`config.mk`:
```
export PLATFORM = sky130hd
export DESIGN_NAME = half_fp_div
export DESIGN_NICKNAME = d
export VERILOG_FILES = /design/src/rtl/half_fp_div.sv
export SDC_FILE = /design/constraint.sdc
export NUM_CORES = 1
export LEC_CHECK = 0
export CAP_MARGIN = 10
export CORE_ASPECT_RATIO = 1.2
export CORE_MARGIN = 1
export CORE_UTILIZATION = 45
export CTS_BUF_LIST = sky130_fd_sc_hd__clkbuf_4
export DETAILED_ROUTE_END_ITERATION = 6
export PLACE_DENSITY = 0.66
export SLEW_MARGIN = 30
export SYNTH_ARGS = -nofsm -noshare
export SYNTH_HDL_FRONTEND = slang
export SYNTH_SLANG_ARGS = --single-unit
```
`constraint.sdc`:
```
create_clock -name clk -period 8.95 [get_ports clk]
set_input_delay 1.3425 -clock clk [delete_from_list [all_inputs] [get_ports clk]]
set_output_delay 1.3425 -clock clk [all_outputs]
set_load 0.01 [all_outputs]
```
`src/rtl/half_fp_div.sv`:
```
// IEEE-754 binary16 divider: special-operand decode, radix-2 restoring
// significand division (one quotient bit per clock), round-to-nearest-even.
module half_fp_div (
    input  logic        clk,
    input  logic        n_rst,
    input  logic        start,
    input  logic [15:0] dividend,
    input  logic [15:0] divisor,
    output logic        busy,
    output logic        done,
    output logic [15:0] quotient,
    output logic        invalid,
    output logic        div_by_zero,
    output logic        overflow,
    output logic        underflow,
    output logic        inexact
);

    typedef enum logic [1:0] {
        IDLE    = 2'd0,
        SPECIAL = 2'd1,
        DIVIDE  = 2'd2,
        ROUND   = 2'd3
    } state_t;

    // Flag vector order: {invalid, div_by_zero, overflow, underflow, inexact}
    localparam logic [4:0] FLG_NONE = 5'b00000;
    localparam logic [4:0] FLG_INV  = 5'b10000;
    localparam logic [4:0] FLG_DBZ  = 5'b01000;
    localparam logic [4:0] FLG_OVF  = 5'b00101;
    localparam logic [4:0] FLG_UNF  = 5'b00011;
    localparam logic [4:0] FLG_INX  = 5'b00001;

    function automatic logic is_nan(input logic [15:0] v);
        return (v[14:10] == 5'd31) && (v[9:0] != 10'd0);
    endfunction

    function automatic logic is_inf(input logic [15:0] v);
        return (v[14:10] == 5'd31) && (v[9:0] == 10'd0);
    endfunction

    function automatic logic is_zero(input logic [15:0] v);
        return (v[14:10] == 5'd0);
    endfunction

    state_t      state_q, state_d;
    logic [15:0] a_q, a_d, b_q, b_d;
    logic [11:0] rem_q, rem_d;
    logic [13:0] quo_q, quo_d;
    logic [3:0]  cnt_q, cnt_d;
    logic        busy_q, busy_d, done_q, done_d;
    logic [15:0] res_q, res_d;
    logic [4:0]  flags_q, flags_d;

    logic        sign_s, spec_hit_s;
    logic [15:0] spec_res_s;
    logic [4:0]  spec_flags_s;
    logic [11:0] mb_s, diff_s, rem_sel_s;
    logic        ge_s;
    logic        q13_s, g_s, s_s, rnd_up_s, carry_s, ovf_s, unf_s;
    logic [9:0]  frac_pre_s, frac_fin_s;
    logic [10:0] frac_sum_s;
    logic [6:0]  e_pre_s, e_fin_s;

    // Special-operand classification in priority order
    always_comb begin
        sign_s       = a_q[15] ^ b_q[15];
        spec_hit_s   = 1'b1;
        spec_res_s   = 16'h0000;
        spec_flags_s = FLG_NONE;
        if (is_nan(a_q) || is_nan(b_q)) begin
            spec_res_s = 16'h7E00;
        end else if ((is_inf(a_q) && is_inf(b_q)) || (is_zero(a_q) && is_zero(b_q))) begin
            spec_res_s   = 16'h7E00;
            spec_flags_s = FLG_INV;
        end else if (is_inf(a_q)) begin
            spec_res_s = {sign_s, 15'h7C00};
        end else if (is_inf(b_q)) begin
            spec_res_s = {sign_s, 15'h0000};
        end else if (is_zero(b_q)) begin
            spec_res_s   = {sign_s, 15'h7C00};
            spec_flags_s = FLG_DBZ;
        end else if (is_zero(a_q)) begin
            spec_res_s = {sign_s, 15'h0000};
        end else begin
            spec_hit_s = 1'b0;
        end
    end

    // One restoring-division step and the normalise/round datapath
    always_comb begin
        mb_s      = {2'b01, b_q[9:0]};
        ge_s      = (rem_q >= mb_s);
        diff_s    = rem_q - mb_s;
        rem_sel_s = ge_s ? diff_s : rem_q;

        q13_s      = quo_q[13];
        frac_pre_s = q13_s ? quo_q[12:3] : quo_q[11:2];
        g_s        = q13_s ? quo_q[2] : quo_q[1];
        s_s        = (q13_s ? (|quo_q[1:0]) : quo_q[0]) | (rem_q != 12'd0);
        e_pre_s    = {2'b00, a_q[14:10]} - {2'b00, b_q[14:10]} + (q13_s ? 7'd15 : 7'd14);
        // A carry out of the 10-bit fraction is the same as a carry out of the 11-bit significand
        rnd_up_s   = g_s & (s_s | frac_pre_s[0]);
        frac_sum_s = {1'b0, frac_pre_s} + {10'd0, rnd_up_s};
        carry_s    = frac_sum_s[10];
        frac_fin_s = frac_sum_s[9:0];
        e_fin_s    = carry_s ? (e_pre_s + 7'd1) : e_pre_s;
        ovf_s      = ($signed(e_fin_s) >= $signed(7'sd31));
        unf_s      = ($signed(e_fin_s) <= $signed(7'sd0));
    end

    // Next-state and datapath register updates
    always_comb begin
        state_d = state_q;
        a_d     = a_q;
        b_d     = b_q;
        rem_d   = rem_q;
        quo_d   = quo_q;
        cnt_d   = cnt_q;
        busy_d  = busy_q;
        done_d  = 1'b0;
        res_d   = res_q;
        flags_d = flags_q;
        case (state_q)
            IDLE: begin
                if (start) begin
                    a_d     = dividend;
                    b_d     = divisor;
                    busy_d  = 1'b1;
                    state_d = SPECIAL;
                end else begin
                    busy_d = 1'b0;
                end
            end
            SPECIAL: begin
                if (spec_hit_s) begin
                    res_d   = spec_res_s;
                    flags_d = spec_flags_s;
                    busy_d  = 1'b0;
                    done_d  = 1'b1;
                    state_d = IDLE;
                end else begin
                    rem_d   = {2'b01, a_q[9:0]};
                    quo_d   = 14'd0;
                    cnt_d   = 4'd13;
                    state_d = DIVIDE;
                end
            end
            DIVIDE: begin
                rem_d = rem_sel_s << 1;
                quo_d = (quo_q << 1) | {13'd0, ge_s};
                if (cnt_q == 4'd0) begin
                    state_d = ROUND;
                end else begin
                    cnt_d = cnt_q - 4'd1;
                end
            end
            ROUND: begin
                busy_d  = 1'b0;
                done_d  = 1'b1;
                state_d = IDLE;
                if (ovf_s) begin
                    res_d   = {sign_s, 15'h7C00};
                    flags_d = FLG_OVF;
                end else if (unf_s) begin
                    res_d   = {sign_s, 15'h0000};
                    flags_d = FLG_UNF;
                end else begin
                    res_d   = {sign_s, e_fin_s[4:0], frac_fin_s};
                    flags_d = (g_s | s_s) ? FLG_INX : FLG_NONE;
                end
            end
            default: begin
                busy_d  = 1'b0;
                state_d = IDLE;
            end
        endcase
    end

    // State and datapath registers
    always_ff @(posedge clk or negedge n_rst) begin
        if (!n_rst) begin
            state_q <= IDLE;
            a_q     <= 16'd0;
            b_q     <= 16'd0;
            rem_q   <= 12'd0;
            quo_q   <= 14'd0;
            cnt_q   <= 4'd0;
            busy_q  <= 1'b0;
            done_q  <= 1'b0;
            res_q   <= 16'd0;
            flags_q <= 5'd0;
        end else begin
            state_q <= state_d;
            a_q     <= a_d;
            b_q     <= b_d;
            rem_q   <= rem_d;
            quo_q   <= quo_d;
            cnt_q   <= cnt_d;
            busy_q  <= busy_d;
            done_q  <= done_d;
            res_q   <= res_d;
            flags_q <= flags_d;
        end
    end

    assign busy        = busy_q;
    assign done        = done_q;
    assign quotient    = res_q;
    assign invalid     = flags_q[4];
    assign div_by_zero = flags_q[3];
    assign overflow    = flags_q[2];
    assign underflow   = flags_q[1];
    assign inexact     = flags_q[0];

endmodule

```
* After elaboration in Yosys (flattened, before gate mapping)
Cells that the tools add are included.
Cells by class: add/sub/neg operators 6, $lt $le $gt $ge 3, equality and inequality tests 10, muxes and demuxes 48, bitwise operators 6, reductions and logical operators 27
Operator list (number):
- two-way mux 16 bit | 7
- one-hot mux 16 bit (2 select lines) | 1
- two-way mux 15 bit | 2
- one-hot mux 14 bit (2 select lines) | 1
- one-hot mux 12 bit (2 select lines) | 1
- logical NOT 10 bit | 2
- two-way mux 4 bit | 5
- nonzero test 10 bit | 2
- two-way mux 5 bit | 3
- two-way mux 14 bit | 1
- bitwise OR 14 x 1 -> 14 bit | 1
- two-way mux 1 bit | 13
- >= comparator 12 x 11 -> 1 bit | 1
- two-way mux 12 bit | 1
- nonzero test 12 bit | 1
- adder 10 x 1 -> 11 bit | 1
- two-way mux 11 bit | 1
- subtractor 11 bit | 1
- == test 5 bit (second input constant) | 2
- logical NOT 5 bit | 2
- two-way mux 10 bit | 1
- != test 2 bit (second input constant) | 5
- one-hot mux 5 bit (2 select lines) | 1
- AND reduction 2 bit | 5
- other kinds (26) | 39
Storage, ports and cells: register bits 87, input port bits 35, logic and storage cells 110

* Logic depth before layout (Yosys ltp)
depth in word-level cells 11, gate-level depth with buffers 16

* Worst setup path after synthesis
No wires, ideal clock.
path type reg2reg, start point register b_q[10], end point register flags_q[0], library setup time 129 ps, data arrival time 3234 ps, data required time 8821 ps, slack 5587 ps, cell stages (with the launch flop) 12, path buffers 0, cells stage by stage dfrtp_1 ha_1 fa_1 ha_1 xnor3_1 nand3_1 nor4_4 inv_2 or3_1 a222oi_1 nor2b_1 a2111o_1
On the way: word-level cells in the longest chain between the ends 8, elaborated cells between the ends (all ways) 29, classes of those cells add/sub (3); order compare (2); eq/ne (2); mux (14); reduce/logical (8)
RTL lines:
- from (decl) | line 47 | logic [15:0] a_q, a_d, b_q, b_d;
- from (signal assigned) | line 185 | b_q <= 16'd0;
- from (signal assigned) | line 196 | b_q <= b_d;
- subtractor 5 x 5 -> 6 bit (tied with other cells) | line 101 | e_pre_s = {2'b00, a_q[14:10]} - {2'b00, b_q[14:10]} + (q13_s ? 7'd15 : 7'd14);
- adder 6 x 5 -> 7 bit (tied with other cells) | line 101
- adder 7 x 1 -> 7 bit (tied with other cells) | line 107 | e_fin_s = carry_s ? (e_pre_s + 7'd1) : e_pre_s;
- two-way mux 7 bit (tied with other cells) | line 107
- <= comparator 7 x 1 -> 1 bit (tied with other cells) | line 109 | unf_s = ($signed(e_fin_s) <= $signed(7'sd0));
- two-way mux 2 bit (tied with other cells) | line 165 | end else if (unf_s) begin
- two-way mux 3 bit (tied with other cells) | line 162 | if (ovf_s) begin
- one-hot mux 5 bit (2 select lines) or AND reduction 2 bit (tied branches)
- to (signal assigned) | line 203 | flags_q <= flags_d;
- to (decl) | line 53 | logic [4:0] flags_q, flags_d;
Parallel ways exist; a longest one is shown, timed or not. The select of a mux whose other input is x is not followed. A chain may end at the register's enable or synchronous reset.

* Worst setup path after layout
start point register quo_q[13], end point register res_q[7] (netlist: quotient[7])
On the way: word-level cells in the longest chain between the ends 10, elaborated cells between the ends (all ways) 16, classes of those cells add/sub (3); order compare (2); mux (8); bitwise (3)
RTL lines:
- from (decl) | line 49 | logic [13:0] quo_q, quo_d;
- from (signal assigned) | line 198 | quo_q <= quo_d;
- parallel branches: the longest is 8 deep, another holds adder 6 x 5 -> 7 bit
- two-way mux 15 bit * | line 162
- one-hot mux 16 bit (2 select lines) * | line 124 | case (state_q)
- to (signal assigned) | line 202 | res_q <= res_d;
- to (decl) | line 52 | logic [15:0] res_q, res_d;
Every way passes the cells marked *.

==> metrics.txt <==
overall routed net length 12200 um; element type at the critical path start flip-flop; number of placed instances with taps included 763; number of buffers inserted for hold repair after clock tree synthesis 0; slew at the pin closest to its max-slew limit 0.754 ns; total congestion overflow after global routing 0; critical path start-end classification flip-flop to flip-flop; Mean Syn Cell Area 9.17 sq um; initial core utilization 46.8%; clock transition at the registers of the reported paths 0.14 ns; Cell variety after synth 67; insertion delay to the later sink of the worst-skew pair 0.46 ns; maximum number of pins on one net before global-route repair 68; Max Buffers Root-to-Sink 2; register area 2180 sq um; series of cell instances along the critical path a211oi_1, and4_1, a21oi_1, ha_1, ha_1, nand2_1, nor3_2, o21ai_0, a222oi_1, o211a_1, a22o_1; final setup skew 0.0168 ns; required time of the critical path 9.36 ns; y dimension of the die 120 um; share of the yosys chip area belonging to registers 41.7%; number of antenna violations at the first check in global routing 0; DRT antenna net count 0; share of synthesized registers carrying an async set or reset 100%; post-route minimum period 3.94 ns; endpoints failing setup 0; DPL Wire Length 9230 um; DRC violation count after routing 0; Highest Clock Rate 0.254 GHz; cell occurring most often along the worst timing path ha_1; register bit total from synthesis 87; post-route setup TNS 0 ns; number of pins exceeding their max-slew limit in the final report 0; Vias/cell 5.59; total nets after synthesis 627; clock tree from TritonCTS yes; max cap viols 0; Post CTS Setup Buffer Count 0; Multi-input gate area 2820 sq um; routed vias 4352; Area growth syn-to-layout 16.5%; count of synthesis-stage warnings from yosys 0; violation count after the first detailed-routing iteration 233; weighted congestion at the end of routability-driven global placement 0.865; Final Non-Filler Cells 778; ANT cells 0; proportion of layout cells with a drive suffix above 1 8.01%; die outline width 100 um; total iterations of the first detailed-routing run 5; count of flip-flops with a built-in enable after synthesis 0; net total in the final layout 679; worst-case hold slack 0.493 ns; most used flip-flop cell after synthesis dfrtp_1; area of the die 12000 sq um; number of top-level pins 58; nature of the critical path endpoint flip-flop; cell with the biggest individual delay on the critical path dfrtp_1; number of placement rows 42; unrepaired setup endpoints after global routing false; CTS H-tree depth 3; # clock sinks 87; number of buffers inserted during clock tree synthesis 9; Routed WL per cell 15.7 um; critical path's largest stage delay 0.86 ns; result of the run complete, no violations; data arrival at the endpoint of the critical path 4.35 ns; worst-case headroom to the max-slew limit 49.8%; Global Route Usage Sum 21.6%; final clock period utilization by the worst path 44.0%; via count of the first global-routing pass 4264; largest driver fanout on the critical path 22; Clk Tree Root Cell clkbuf_4; wire length of the first global-routing pass 20300 um; number of inserted filler cells in the final layout 1048; port buffer count 57; post-synthesis cell count 569; hold violation total from the final report 0; class of the worst hold path flip-flop to flip-flop; post_cts resized 0; area of the core 11100 sq um; Cell Area, Synth 5220 sq um
[synthesized netlist by cell type, types with 8 or more instances]
| cell type | number | share of area, % |
|---|---|---|
| a211oi_1 | 11 | 1.6 |
| nand3_1 | 18 | 1.7 |
| mux2_2 | 19 | 4.1 |
| inv_1 | 33 | 2.4 |
| o21ai_0 | 47 | 4.5 |
| nor2_1 | 41 | 3.0 |
| clkbuf_1 | 18 | 1.3 |
| ha_1 | 21 | 5.0 |
| nor4_1 | 10 | 1.2 |
| nand2b_1 | 9 | 1.1 |
| a22o_1 | 9 | 1.5 |
| nor2b_1 | 8 | 0.96 |
| a21oi_1 | 29 | 2.8 |
| nor3_1 | 8 | 0.77 |
| nand2_1 | 71 | 5.1 |
| xor2_1 | 17 | 2.9 |
| xnor2_1 | 13 | 2.2 |
| dfrtp_1 | 87 | 42 |
| mux2i_1 | 14 | 2.7 |
[routing by layer]
layer / vias up / global-route usage [%] / wire length [um]
met4: 0 / 8.51 / 298
met3: 22 / 3.38 / 346
met2: 77 / 38.9 / 6430
met5: - / 0 / 0
li1: 2128 / - / -
met1: 2125 / 25.5 / 5100
[stage by stage]
step,utilization [%],worst slack [ns],instance area (sq um)
after global routing,54.5,4.75,6070
after CTS,54.3,5.03,6050
final,54.5,5.01,6070
after floorplan,-,5.59,5220
after global placement,53.2,5.29,5930
after detailed placement,53.2,5.04,5930
[kinds of logic after synthesis]
logic type	after synthesis	share of synthesized area, %
AO/OA/AOI/OAI	145	17.8
XOR/XNOR	31	5.47
adder cells (fa/ha/maj)	23	5.81
buffers and inverters	57	4.46
flip-flops	87	41.7
multiplexers	33	6.79
AND/OR/NAND/NOR	193	17.9
[final cells by class]
class                           instances  share of cell area, %
Multi-Input combinational cell        425                   46.4
Inverter                               34                   2.10
Tap cell                              154                   3.17
Clock inverter                          5                  0.968
Sequential cell                        87                   35.8
Timing Repair Buffer                   64                   10.4
Clock buffer                            9                   1.11
[final timing paths]
| path | from | end | slack, ns | depth (start not counted) |
|---|---|---|---|---|
| worst max register to register | quo_q[13]$_DFFE_PN0P_ | quotient[7]$_DFFE_PN0P_ | 5.01 | 11 |
| worst max-delay path | quo_q[13]$_DFFE_PN0P_ | quotient[7]$_DFFE_PN0P_ | 5.01 | 11 |
| worst min-delay path | quotient[15]$_DFFE_PN0P_ | quotient[15]$_DFFE_PN0P_ | 0.49 | 2 |
| max in group asynchronous | n_rst | b_q[1]$_DFFE_PN0P_ | 7.32 | 3 |
| worst min register to register | quotient[15]$_DFFE_PN0P_ | quotient[15]$_DFFE_PN0P_ | 0.49 | 2 |
| min in group asynchronous | n_rst | quotient[9]$_DFFE_PN0P_ | 0.73 | 1 |
[flip-flops by register name (all words and copies together), names as in the netlist, named ones only]
signal,cells
quotient,16
done,1
a_q,16
quo_q,14
flags_q,5
cnt_q,4
busy,1
rem_q,12
state_q,1
b_q,16
[worst max-delay path, delay by kind of cell, from the launching register on]
kind	cells	cell delay [ns]
flops	1	0.86
fa+ha+maj	2	0.38
compound gates	6	1.78
simple gates	3	0.86
[cell usage in the layout (no fill, tap or decap), types with 8 or more instances in the layout]
cell type / count
nor2b_1: 8
inv_1: 33
a21oi_1: 29
dfrtp_1: 87
mux2i_1: 14
a211oi_1: 11
nor4_1: 10
clkdlybuf4s50_1: 56
nand2b_1: 8
nand2_1: 71
xor2_1: 17
xnor2_1: 13
nand3_1: 18
o21ai_0: 47
mux2_2: 19
clkbuf_4: 9
nor3_1: 8
a22o_1: 9
nor2_1: 41
ha_1: 21
Power is left out: the tool's default activity adds up to more than one toggle a clock period on the data nets, which glitch-free logic cannot reach.
